[config.mk]
export PLATFORM = sky130hd
export DESIGN_NAME = fsm_aquaculture
export DESIGN_NICKNAME = d
export VERILOG_FILES = /design/src/rtl/fsm_aquaculture_pkg.sv /design/src/rtl/sync_2ff.sv /design/src/rtl/fsm_aquaculture.sv
export SDC_FILE = /design/constraint.sdc
export NUM_CORES = 1
export LEC_CHECK = 0
export BUFFER_PORTS_ARGS = -buffer_cell sky130_fd_sc_hd__buf_2
export CAP_MARGIN = 20
export CORE_UTILIZATION = 55
export DETAILED_ROUTE_END_ITERATION = 6
export HOLD_SLACK_MARGIN = 0.02
export PLACE_DENSITY = 0.78
export SETUP_SLACK_MARGIN = 0.4
export SLEW_MARGIN = 30
export SYNTH_ARGS = -nofsm -noshare
export SYNTH_HDL_FRONTEND = slang
export SYNTH_HIERARCHICAL = 1
export SYNTH_SLANG_ARGS = --single-unit
[constraint.sdc]
create_clock -name clk -period 1.89 [get_ports clk]
set_input_delay 0 -clock clk [delete_from_list [all_inputs] [get_ports clk]]
set_output_delay 0 -clock clk [all_outputs]
set_load 0.005 [all_outputs]
[src/rtl/fsm_aquaculture_pkg.sv]
// rtl/fsm_aquaculture_pkg.sv - state encodings, output patterns and defaults for fsm_aquaculture
// Output pattern bit order: {pump, aerator, valve, heater, uv, feeder}.
package fsm_aquaculture_pkg;

    localparam int RECOVERY_CYCLES_DEFAULT = 4;

    typedef enum logic [1:0] {
        NORMAL   = 2'b00,
        WARNING  = 2'b01,
        CRITICAL = 2'b10,
        RECOVERY = 2'b11
    } state_t;

    localparam logic [5:0] OUT_NORMAL   = 6'b110001;
    localparam logic [5:0] OUT_WARNING  = 6'b110010;
    localparam logic [5:0] OUT_CRITICAL = 6'b111110;
    localparam logic [5:0] OUT_RECOVERY = 6'b110010;

    function automatic logic [5:0] state_pattern(input state_t s);
        logic [5:0] p;
        case (s)
            NORMAL:   p = OUT_NORMAL;
            WARNING:  p = OUT_WARNING;
            CRITICAL: p = OUT_CRITICAL;
            default:  p = OUT_RECOVERY;
        endcase
        return p;
    endfunction

endpackage

[src/rtl/sync_2ff.sv]
// rtl/sync_2ff.sv - 1-bit two-flop synchronizer
// Ports: clk, rst_n (async active-low), d (asynchronous input), q (synchronized output).
module sync_2ff (
    input  logic clk,
    input  logic rst_n,
    input  logic d,
    output logic q
);

    logic meta;

    always_ff @(posedge clk or negedge rst_n) begin
        if (!rst_n) begin
            meta <= 1'b0;
            q    <= 1'b0;
        end else begin
            meta <= d;
            q    <= meta;
        end
    end

endmodule

[src/rtl/fsm_aquaculture.sv]
// rtl/fsm_aquaculture.sv - water-quality control FSM for an aquaculture tank
// Ports: clk, rst_n (async active-low), I1/I0 (asynchronous condition code),
//        pump, aerator, valve, heater, uv, feeder (registered Moore outputs),
//        state (current state encoding).
module fsm_aquaculture
    import fsm_aquaculture_pkg::*;
#(
    parameter int RECOVERY_CYCLES = RECOVERY_CYCLES_DEFAULT
) (
    input  logic       clk,
    input  logic       rst_n,
    input  logic       I1,
    input  logic       I0,
    output logic       pump,
    output logic       aerator,
    output logic       valve,
    output logic       heater,
    output logic       uv,
    output logic       feeder,
    output logic [1:0] state
);

    localparam logic [7:0] LAST_COUNT = 8'(RECOVERY_CYCLES - 1);

    logic       i1_sync;
    logic       i0_sync;
    logic [1:0] code;
    logic       bad;

    state_t     state_q;
    state_t     state_next;
    logic [7:0] cnt_q;
    logic [7:0] cnt_next;
    logic [5:0] out_q;
    logic [5:0] out_next;

    sync_2ff u_sync_i1 (
        .clk   (clk),
        .rst_n (rst_n),
        .d     (I1),
        .q     (i1_sync)
    );

    sync_2ff u_sync_i0 (
        .clk   (clk),
        .rst_n (rst_n),
        .d     (I0),
        .q     (i0_sync)
    );

    assign code = {i1_sync, i0_sync};
    // Sensor fault (11) is handled exactly like bad water (10).
    assign bad  = code[1];

    always_ff @(posedge clk or negedge rst_n) begin
        if (!rst_n) begin
            state_q <= NORMAL;
            cnt_q   <= 8'd0;
            out_q   <= 6'b000000;
        end else begin
            state_q <= state_next;
            cnt_q   <= cnt_next;
            out_q   <= out_next;
        end
    end

    // The counter is only meaningful in RECOVERY; every other path clears it,
    // so entry from CRITICAL always starts the dwell at zero.
    always_comb begin
        state_next = state_q;
        cnt_next   = 8'd0;
        case (state_q)
            NORMAL, WARNING: begin
                if (bad)          state_next = CRITICAL;
                else if (code[0]) state_next = WARNING;
                else              state_next = NORMAL;
            end
            CRITICAL: begin
                if (!bad) state_next = RECOVERY;
            end
            RECOVERY: begin
                if (bad) begin
                    state_next = CRITICAL;
                end else if (cnt_q == LAST_COUNT) begin
                    state_next = code[0] ? WARNING : NORMAL;
                end else begin
                    state_next = RECOVERY;
                    cnt_next   = cnt_q + 8'd1;
                end
            end
            default: state_next = NORMAL;
        endcase
    end

    // Outputs are decoded from the next state and registered, so they move on
    // the same edge as the state register.
    always_comb begin
        out_next = state_pattern(state_next);
    end

    assign {pump, aerator, valve, heater, uv, feeder} = out_q;
    assign state = state_q;

endmodule

Word-level counts from Yosys, hierarchy flattened

Index checks and enable logic that the tools add are counted.

Equality and inequality tests: 5
$add $sub $neg: 1
Reductions and logical operators: 3
Multiplexer cells: 10

Operators with widths:

| kind                | number |
|---|---|
| $mux 8              | 3 |
| $add 8x1->8 const B | 1 |
| $eq 8x2->1 const B  | 1 |
| $mux 2              | 4 |
| $pmux 4 s2          | 1 |
| $eq 2x2->1 const B  | 3 |
| $pmux 2 s3          | 1 |
| $logic_not 2->1     | 2 |
| $eq 2x1->1 const B  | 1 |
| $reduce_or 2->1     | 1 |
| $mux 1              | 1 |

Output and inout bits: 8
Register bits after elaboration: 20
Input port bits: 4

Logic depth before layout (Yosys ltp)

Gate-level depths: netlist of run 1.

Depth after elaboration: 6
Mapped depth: 4
Gate-level depth less buffers: 4

By module

The synthesis of run 1 kept the hierarchy.

By module, submodules not included:

| module          | instances | cells an instance | area each (sq um) |
|---|---|---|---|
| fsm_aquaculture | 1         | 56                | 613.1 |
| sync_2ff        | 2         | 2                 | 50.0 |

Least setup slack after synthesis of run 1

OpenSTA, ideal clock, no wires.

Path kind: flip-flop to flip-flop
From: register cnt_q[0]
To: register cnt_q[6]
Clock period less this slack: 1,222 ps
Library setup time: 79 ps
Cell stages (with the launch flop): 5
Data required time: 1,811 ps
Path buffers: 0
Path slack: 668 ps
Arrival: 1,144 ps
Cells stage by stage: dfrtp_1 > ha_1 > inv_1 > or3_1 > a21oi_1

Longest elaborated chain between the ends: 4
Elaborated cells on any way between the ends: 5
Those cells by class: add/sub (1); eq/ne (1); mux (3)

RTL lines:

| element                                   | RTL line                                     | text |
|---|---|---|
| start: declaration                        | fsm_aquaculture.sv:32                        | `logic [7:0] cnt_q;` |
| start signal: assignment                  | fsm_aquaculture.sv:62                        | `cnt_q <= cnt_next;` |
| $add 8x1->8 or $eq 8x2->1 (tied branches) | fsm_aquaculture.sv:88, fsm_aquaculture.sv:84 |  |
| $mux 8 (*)                                | fsm_aquaculture.sv:84                        | `end else if (cnt_q == LAST_COUNT) begin` |
| $mux 8 (*)                                | fsm_aquaculture.sv:82                        | `if (bad) begin` |
| $mux 8 (*)                                | fsm_aquaculture.sv:72                        | `case (state_q)` |
| net cnt_next[6]                           | fsm_aquaculture.sv:33                        | `logic [7:0] cnt_next;` |

The timed path passes the listed nets; every way through them passes the cells marked *.

Worst setup path in the final report of run 1

From: register cnt_q[3]
To: register out_q[0]

Longest elaborated chain between the ends: 6
Elaborated cells on any way between the ends: 7
Those cells by class: eq/ne (2); mux (4); reduce/logical (1)

RTL lines:

| element                                       | RTL line                  | text |
|---|---|---|
| $eq 8x2->1 (*)                                | fsm_aquaculture.sv:84     |  |
| $mux 2 (*)                                    | fsm_aquaculture.sv:84     |  |
| $mux 2 (*)                                    | fsm_aquaculture.sv:82     |  |
| $pmux 2 s3 (*)                                | fsm_aquaculture.sv:72     |  |
| $eq 2x2->1 or $logic_not 2->1 (tied branches) | fsm_aquaculture_pkg.sv:21 | `case (s)` |
| $pmux 4 s2 (*)                                | fsm_aquaculture_pkg.sv:21 |  |
| net out_next[0]                               | fsm_aquaculture.sv:35     | `logic [5:0] out_next;` |
| end signal: assignment                        | fsm_aquaculture.sv:63     | `out_q <= out_next;` |
| end: declaration                              | fsm_aquaculture.sv:34     | `logic [5:0] out_q;` |

Marked as above.

==> results of run 1 <==
-- routing by layer --
metal / vias up / routed length [um]
li1: 231 / -
met1: 225 / 514
met2: 15 / 555
met3: 2 / 47
met4: 0 / 19
met5: - / 0
-- synthesized netlist by cell type, types with 2 or more instances --
cell type / instances / area (sq um)
nand3b_1: 2 / 15.0
nor2_1: 5 / 18.8
nand3_1: 4 / 20.0
dfrtp_1: 18 / 450
buf_4: 2 / 15.0
o21ai_0: 3 / 15.0
a21oi_1: 3 / 15.0
xor2_1: 2 / 17.5
or3_1: 3 / 18.8
inv_1: 4 / 15.0
-- final cells by class --
type / count / area, sq um
clock buffers: 3 / 22.5
fillers: 94 / 334
inverters: 4 / 15.0
multi-input cells: 35 / 231
flip-flops and latches: 18 / 450
well taps: 14 / 17.5
repair buffers: 14 / 85.1
-- critical path, cell delays in order, from the launching register on --
cell	delay, ns
dfrtp_1	0.45
nor4_2	0.36
a41o_1	0.27
nor3b_2	0.18
-- power by group through the flow --
| stage | sequential, mW | clock [mW] | combinational (mW) |
|---|---|---|---|
| 2_1_floorplan | 0.409 | 0 | 0.0134 |
| 3_3_place_gp | 0.409 | 0 | 0.0276 |
| 5_1_grt | 0.404 | 0.200 | 0.0374 |
| 6_report | 0.402 | 0.178 | 0.0323 |
| 4_1_cts | 0.402 | 0.186 | 0.0329 |
| 3_5_place_dp | 0.410 | 0 | 0.0282 |
-- cell families after synthesis --
family,after synthesis
fa+ha+maj,1
buf+inv,7
other cells,1
simple gates,20
compound gates,11
xor+xnor,2
flops,18
-- sequential cells by signal, summed over array words and instances (netlist names) --
signal          flops
state               2
u_sync_i0/meta      1
u_sync_i1/q         1
cnt_q               8
out_q               4
u_sync_i0/q         1
u_sync_i1/meta      1
-- final timing paths --
check / to / depth (start not counted) / slack (ns) / start
max: out_q[0]$_DFF_PN0_ / 3 / 0.56 / cnt_q[3]$_DFF_PN0_
max reg2reg: out_q[0]$_DFF_PN0_ / 3 / 0.56 / cnt_q[3]$_DFF_PN0_
max in group asynchronous: u_sync_i1/meta$_DFF_PN0_ / 2 / 1.46 / rst_n
min reg2reg: u_sync_i0/q$_DFF_PN0_ / 0 / 0.36 / u_sync_i0/meta$_DFF_PN0_
min: cnt_q[6]$_DFF_PN0_ / 2 / 0.16 / rst_n
min in group clk: u_sync_i0/q$_DFF_PN0_ / 0 / 0.36 / u_sync_i0/meta$_DFF_PN0_
-- repair_timing --
action	CTS	global route
setup buffers	0	0
setup endpoints to repair	0	1
hold buffers	3	0
endpoints found under the hold margin	20	0
resized for setup	0	1
-- stage by stage --
stage               cell area [sq um]  setup slack, ns
finish                            822            0.558
CTS                               820            0.531
floorplan                         713            0.668
global placement                  767            0.569
detailed placement                767            0.548
global route                      822            0.455
==> reports/metrics.csv, run 1 <==
metric;value;unit
# diodes;0;
register area share after synthesis;63.2;%
Post-Synth Adder-Cell Area;1.75;%
number of synthesized register bits;18;
internal power;484;uW
Unique masters post-synth;24;
Max Slew Vio Count;0;
H-tree lvl count;1;
Cells after Synth;60;
port bufs;11;
remaining routing DRC violations;0;
Cells after DPL;82;
TNS Setup;0;ns
First-pass DRT Iterations;4;
met3 GRT Util;5.23;%
fin util;71.1;%
Die Width;38.0;um
CTS buffer count;3;
routed vias/inst;5.38;
Reg power frac;65.7;%
fraction of layout cells with a size suffix above 1;25.7;%
pin count of the biggest net entering global routing;19;
Via Count;473;
worst vdd ir;0.475;mV
number of global-route vias before repair;475;
compound-cell area share of the yosys netlist;10.5;%
clk slew on worst S/H paths;0.09;ns
Achievable Freq;0.751;GHz
clock skew;0.00239;ns
routed wire length;1140;um
Worst Path Arrival;1.54;ns
first-pass GRT wire length;1900;um
Sw Ratio;21.0;%
Layout Cells excl Fill;88;
EDFF count, synth;0;
ANT nets after route;0;
Num Clock Sinks;18;
Die H;38.0;um
most frequent cells in the layout;dfrtp_1 (18), buf_2 (11), nor2_1 (5);
unrepaired setup endpoints after global routing;no;
largest family of logic cells by synthesized area;simple AND/OR/NAND/NOR gates;
Pleak;0.385;nW
status;finished, final reports clean;
layout overhead on the synthesized area;15.3;%
full die area;0.00144;sq mm
GPL Wtd Cong;0.786;
I/O pins;12;
GR Util met1;27.7;%
Tmin final;1.33;ns
TritonCTS clock tree;yes;
Hold Violations, Final;0;
most common cell after layout, fill and taps aside;dfrtp_1;
Row Count;12;
GR peak layer;met2;
NumNets Final;81;
Worst Setup Start Kind;flop;
GR Util met2;29.3;%
post-synthesis mux area share;0;%
wire per inst;12.9;um
core area;0.00116;sq mm
initial core utilization;61.7;%
Crit. End Element;flop;
clock share of power;29.0;%
total power;612;uW
antenna violations before repair;0;
initial drt markers;2;
gr usage total;21.3;%
asr flop ratio synth;100;%
combinational share of power;5.3;%
Mapped Area;713;sq um
Synth Area in XOR/XNOR;2.46;%
gr ovfl total;0;
final period utilization;70.5;%
Synth warnings;6;
final-report setup violation count;0;
Post-synth top flop;dfrtp_1;
Psw;128;uW
post-synth net total;65;
Simple-Gate Fraction of Synth Area;16.8;%
Power Dens Cells;744;mW/mm^2
CP required;2.10;ns
Min-Delay Path Class;in -> async;
worst hold margin;0.161;ns
Setup Crit Path Kind;reg -> reg;
crit-path max FO;5;
root buffer cell;clkbuf_4;
Max Cap Viol;0;
clk_lat worst skew;0.28;ns
CTS Buffer Depth;2;
Mean Syn Cell Area;11.9;sq um
No activity file was read; power rests on OpenSTA's default activity.
==> inputs of run 2 (changes only) <==
--- a/config.mk
+++ b/config.mk
@@ -7,10 +7,10 @@
 export LEC_CHECK = 0
 export BUFFER_PORTS_ARGS = -buffer_cell sky130_fd_sc_hd__buf_2
 export CAP_MARGIN = 20
-export CORE_UTILIZATION = 55
+export CORE_UTILIZATION = 51
 export DETAILED_ROUTE_END_ITERATION = 6
 export HOLD_SLACK_MARGIN = 0.02
-export PLACE_DENSITY = 0.78
+export PLACE_DENSITY = 0.73
 export SETUP_SLACK_MARGIN = 0.4
 export SLEW_MARGIN = 30
 export SYNTH_ARGS = -nofsm -noshare
==> constraint.sdc (replaced) <==
create_clock -name clk -period 1.25 [get_ports clk]
set_input_delay 0 -clock clk [delete_from_list [all_inputs] [get_ports clk]]
set_output_delay 0 -clock clk [all_outputs]
set_load 0.005 [all_outputs]
==> reports/metrics.csv, run 2 (synthesis gave the netlist of run 1 again) <==
metric;value;unit;change
number of global-route vias before repair;492;;was 475
CTS buffer count;3;;unchanged
crit-path max FO;4;;was 5
pin count of the biggest net entering global routing;19;;unchanged
Max Cap Viol;0;;unchanged
full die area;0.00155;sq mm;was 0.00144 sq mm
initial core utilization;54.8;%;was 61.7%
final-report setup violation count;3;;was 0
CTS Buffer Depth;2;;unchanged
# diodes;0;;unchanged
Crit. End Element;flop;;unchanged
GPL Wtd Cong;0.780;;was 0.786
core area;0.00130;sq mm;was 0.00116 sq mm
Num Clock Sinks;18;;unchanged
fraction of layout cells with a size suffix above 1;47.7;%;was 25.7%
Layout Cells excl Fill;101;;was 88
Worst Slack Setup Final;-0.0542;ns;was 0.558 ns
Die Width;39.4;um;was 38.0 um
Tmin final;1.30;ns;was 1.33 ns
gr usage total;21.8;%;was 21.3%
Power Dens Cells;1050;mW/mm^2;was 744 mW/mm^2
most common cell after layout, fill and taps aside;dfrtp_1;;unchanged
most frequent cells in the layout;dfrtp_1 (15), buf_2 (11), buf_4 (9);;was dfrtp_1 (18), buf_2 (11), nor2_1 (5)
clk_lat worst skew;0.29;ns;was 0.28 ns
First-pass DRT Iterations;4;;unchanged
worst vdd ir;0.943;mV;was 0.475 mV
routed wire length;1410;um;was 1140 um
root buffer cell;clkbuf_4;;unchanged
total power;1.04;mW;was 612 uW
Die H;39.4;um;was 38.0 um
CP Cell Sequence;nor4_4, buf_4, a211oi_2, o21ba_1;;was nor4_2, a41o_1, nor3b_2
unrepaired setup endpoints after global routing;yes;;was no
CP top delay family;flip-flops;;was simple AND/OR/NAND/NOR gates
worst stage delay on the critical path;0.45;ns;about the same
gr ovfl total;0;;unchanged
Min-Delay Path Class;in -> async;;unchanged
initial drt markers;10;;was 2
port bufs;11;;unchanged
Via Count;540;;was 473
TNS Setup;-0.0683;ns;was 0 ns
clk slew on worst S/H paths;0.10;ns;was 0.09 ns
wire per inst;14.0;um;was 12.9 um
layout overhead on the synthesized area;38.8;%;was 15.3%
ANT nets after route;0;;unchanged
Cells after DPL;89;;was 82
routed vias/inst;5.35;;was 5.38
clock skew;0.00782;ns;was 0.00239 ns
TritonCTS clock tree;yes;;unchanged
antenna violations before repair;0;;unchanged
Pleak;0.455;nW;was 0.385 nW
H-tree lvl count;1;;unchanged
NumNets Final;92;;was 81
Max Slew Vio Count;0;;unchanged
Hold Violations, Final;0;;unchanged
status;complete, but fails checks;;was finished, final reports clean
final period utilization;104;%;was 70.5%
dpl ws;-0.0164;ns;was 0.548 ns
worst hold margin;0.152;ns;was 0.161 ns
Worst Setup Start Kind;flop;;unchanged
remaining routing DRC violations;0;;unchanged
DP HPWL;902;um;
max FFs per register;8;;unchanged
crit path buf inv count;1;;was 0
Setup Crit Path Kind;reg -> reg;;unchanged
Achievable Freq;0.767;GHz;was 0.751 GHz
CP required;1.44;ns;was 2.10 ns
Worst Path Arrival;1.50;ns;was 1.54 ns
Row Count;13;;was 12
critical path's slowest cell;dfrtp_1;;unchanged
I/O pins;12;;unchanged
failing checks;setup timing;;
most flop-heavy register;cnt_q;;unchanged
first-pass GRT wire length;2040;um;was 1900 um
## run 2: final timing paths
path                                           from                       end  slack, ns  depth (start not counted)
hold reg to reg            u_sync_i1/meta$_DFF_PN0_     u_sync_i1/q$_DFF_PN0_       0.36                          0
setup / recovery                 cnt_q[6]$_DFF_PN0_        cnt_q[2]$_DFF_PN0_      -0.05                          4
min in group clk                                 I1  u_sync_i1/meta$_DFF_PN0_       0.35                          2
hold / removal                                rst_n        out_q[3]$_DFF_PN0_       0.15                          2
max in group asynchronous                     rst_n        cnt_q[0]$_DFF_PN0_       0.79                          2
setup reg to reg                 cnt_q[6]$_DFF_PN0_        cnt_q[2]$_DFF_PN0_      -0.05                          4
## run 2: repair_timing
| item | 4_1_cts | 5_1_grt |
|---|---|---|
| hold buffers | 3 | 0 |
| hold endpoints to repair | 20 | 0 |
| cloned | 0 | 0 |
| pin swaps | 8 | 10 |
| setup buffers | 3 | 2 |
| endpoints found under the setup margin | 12 | 16 |
| gates resized for setup | 9 | 5 |
## run 2: layer usage
layer | share of wire, % | GRT usage, % | up-vias | routed length (um)
met5 | 0 | 0 | - | 0
met4 | 1.4 | 15.5 | 0 | 20
met3 | 3.3 | 5.11 | 4 | 46
met2 | 50 | 36.3 | 19 | 706
met1 | 45 | 24.1 | 259 | 640
li1 | - | - | 258 | -
## run 2: per-stage QoR
step | area, sq um | util [%]
floorplan | 731 | -
global placement | 831 | 63.8
detailed placement | 831 | 63.8
CTS | 953 | 73.3
global route | 990 | 76.1
finish | 990 | 76.1
## run 2: report_power, final
| part | switching [mW] | internal [mW] | leakage (nW) |
|---|---|---|---|
| Combinational | 0.0368 | 0.0392 | 0.215 |
| Clock | 0.180 | 0.178 | 0.0210 |
| Sequential | 0.0103 | 0.598 | 0.219 |
| Total | 0.227 | 0.814 | 0.455 |
## run 2: area by class of cell
class | instances | area [sq um]
Multi-Input combinational cell | 35 | 290
Fill cell | 89 | 312
Tap cell | 15 | 18.8
Timing Repair Buffer | 25 | 175
Clock buffer | 4 | 36.3
Inverter | 4 | 15.0
Sequential cell | 18 | 454
==> inputs of run 3 (changes only) <==
--- a/config.mk
+++ b/config.mk
@@ -7,10 +7,10 @@
 export LEC_CHECK = 0
 export BUFFER_PORTS_ARGS = -buffer_cell sky130_fd_sc_hd__buf_2
 export CAP_MARGIN = 20
-export CORE_UTILIZATION = 51
+export CORE_UTILIZATION = 55
 export DETAILED_ROUTE_END_ITERATION = 6
 export HOLD_SLACK_MARGIN = 0.02
-export PLACE_DENSITY = 0.73
+export PLACE_DENSITY = 0.78
 export SETUP_SLACK_MARGIN = 0.4
 export SLEW_MARGIN = 30
 export SYNTH_ARGS = -nofsm -noshare
==> constraint.sdc (replaced) <==
create_clock -name clk -period 1.5 [get_ports clk]
set_input_delay 0 -clock clk [delete_from_list [all_inputs] [get_ports clk]]
set_output_delay 0 -clock clk [all_outputs]
set_load 0.005 [all_outputs]
==> reports/metrics.csv, run 3 (synthesis gave the netlist of run 1 again) <==
metric;value;unit;change
status;finished, final reports clean;;was complete, but fails checks
GPL Wtd Cong;0.831;;was 0.780
Placed Area;769;sq um;was 831 sq um
crit-path max FO;4;;unchanged
First-pass DRT Iterations;4;;unchanged
Worst Path Arrival;1.48;ns;was 1.50 ns
I/O pins;12;;unchanged
Die Width;38.0;um;was 39.4 um
# diodes;0;;unchanged
most flop-heavy register;cnt_q;;unchanged
Row Count;12;;was 13
TNS Setup;0;ns;was -0.0683 ns
Tmin final;1.27;ns;was 1.30 ns
first-pass GRT wire length;2260;um;was 2040 um
TritonCTS clock tree;yes;;unchanged
Num Clock Sinks;18;;unchanged
Min-Delay Path Class;in -> async;;unchanged
root buffer cell;clkbuf_4;;unchanged
Max Cap Viol;0;;unchanged
antenna violations before repair;0;;unchanged
remaining routing DRC violations;0;;unchanged
Achievable Freq;0.790;GHz;was 0.767 GHz
Power Dens Cells;920;mW/mm^2;was 1050 mW/mm^2
final-report setup violation count;0;;was 3
clk slew on worst S/H paths;0.10;ns;about the same
most common cell after layout, fill and taps aside;dfrtp_1;;unchanged
H-tree lvl count;1;;unchanged
Pleak;0.432;nW;was 0.455 nW
Via Count;543;;was 540
layout overhead on the synthesized area;29.8;%;was 38.8%
port bufs;11;;unchanged
routed vias/inst;5.66;;was 5.35
core area;0.00116;sq mm;was 0.00130 sq mm
clock skew;0.00659;ns;was 0.00782 ns
wire per inst;14.8;um;was 14.0 um
unrepaired setup endpoints after global routing;yes;;unchanged
CP required;1.71;ns;was 1.44 ns
final design area excluding fillers;926;sq um;was 990 sq um
DP HPWL;758;um;was 902 um
filler cell count;62;;was 89
initial drt markers;14;;was 10
CTS buffer count;3;;unchanged
full die area;0.00144;sq mm;was 0.00155 sq mm
clk_lat worst skew;0.29;ns;about the same
number of global-route vias before repair;516;;was 492
Setup Crit Path Kind;reg -> reg;;unchanged
ANT nets after route;0;;unchanged
Max Slew Vio Count;0;;unchanged
final period utilization;84.4;%;was 104%
max FFs per register;8;;unchanged
CTS Buffer Depth;2;;unchanged
Hold Violations, Final;0;;unchanged
fraction of layout cells with a size suffix above 1;40.2;%;was 47.7%
initial core utilization;61.7;%;was 54.8%
Worst Setup Start Kind;flop;;unchanged
pin count of the biggest net entering global routing;19;;unchanged
gr ovfl total;0;;unchanged
Die H;38.0;um;was 39.4 um
fin util;80.1;%;was 76.1%
most frequent cells in the layout;dfrtp_1 (15), buf_2 (11), buf_4 (7);;was dfrtp_1 (15), buf_2 (11), buf_4 (9)
NumNets Final;88;;was 92
Crit. End Element;flop;;unchanged
routed wire length;1420;um;was 1410 um
worst vdd ir;0.742;mV;was 0.943 mV
gr usage total;24.6;%;was 21.8%
==> run 3: layer usage <==
layer / vias to the layer above / track usage [%] / wire length [um]
met4: 0 / 23.2 / 71
met1: 256 / 29.0 / 606
li1: 250 / - / -
met3: 8 / 5.81 / 97
met2: 29 / 36.6 / 645
met5: - / 0 / 0
==> run 3: stage by stage <==
stage / hold slack [ns] / std cells / setup slack [ns] / power, mW
after floorplan: -0.296 / 60 / 0.320 / 0.533
after global placement: -0.0617 / 82 / 0.208 / 0.550
after detailed placement: -0.0555 / 82 / 0.185 / 0.552
after CTS: 0.151 / 94 / 0.206 / 0.857
after global routing: 0.187 / 96 / 0.158 / 0.885
final: 0.147 / 96 / 0.234 / 0.851
==> run 3: worst max-delay path, cell delays in order, from the launching register on <==
cell     delay, ns
dfrtp_2       0.44
nor4_4        0.29
a41o_1        0.27
nor3b_2       0.18
==> run 3: what timing repair did <==
action | CTS | global route
resized for setup | 7 | 1
hold buffers | 3 | 0
pin swaps | 4 | 4
endpoints found under the hold margin | 20 | 0
endpoints found under the setup margin | 10 | 9
buffers inserted | 5 | 2
==> run 3: report_power, final <==
group          total [mW]  leakage (nW)  switching (mW)  internal (mW)
clock network       0.293        0.0210           0.145          0.148
logic              0.0520         0.192          0.0263         0.0257
registers           0.507         0.219         0.00932          0.497
==> run 3: layout make-up <==
cell class | count | area (sq um) | area share [%]
well taps | 14 | 17.5 | 1.89
inverters | 4 | 15.0 | 1.62
multi-input cells | 35 | 265 | 28.6
flip-flops and latches | 18 | 454 | 49.1
clock buffers | 4 | 36.3 | 3.92
repair buffers | 21 | 138 | 14.9
==> run 3: path summary, 6_finish.rpt <==
kind                       cells past startpoint                      from                        to  slack, ns
min reg2reg                                    0  u_sync_i0/meta$_DFF_PN0_     u_sync_i0/q$_DFF_PN0_       0.36
max reg2reg                                    3        cnt_q[6]$_DFF_PN0_        out_q[0]$_DFF_PN0_       0.23
min                                            2                     rst_n        out_q[4]$_DFF_PN0_       0.15
min in group clk                               2                        I1  u_sync_i1/meta$_DFF_PN0_       0.35
max in group asynchronous                      2                     rst_n        cnt_q[2]$_DFF_PN0_       1.05
max                                            3        cnt_q[6]$_DFF_PN0_        out_q[0]$_DFF_PN0_       0.23
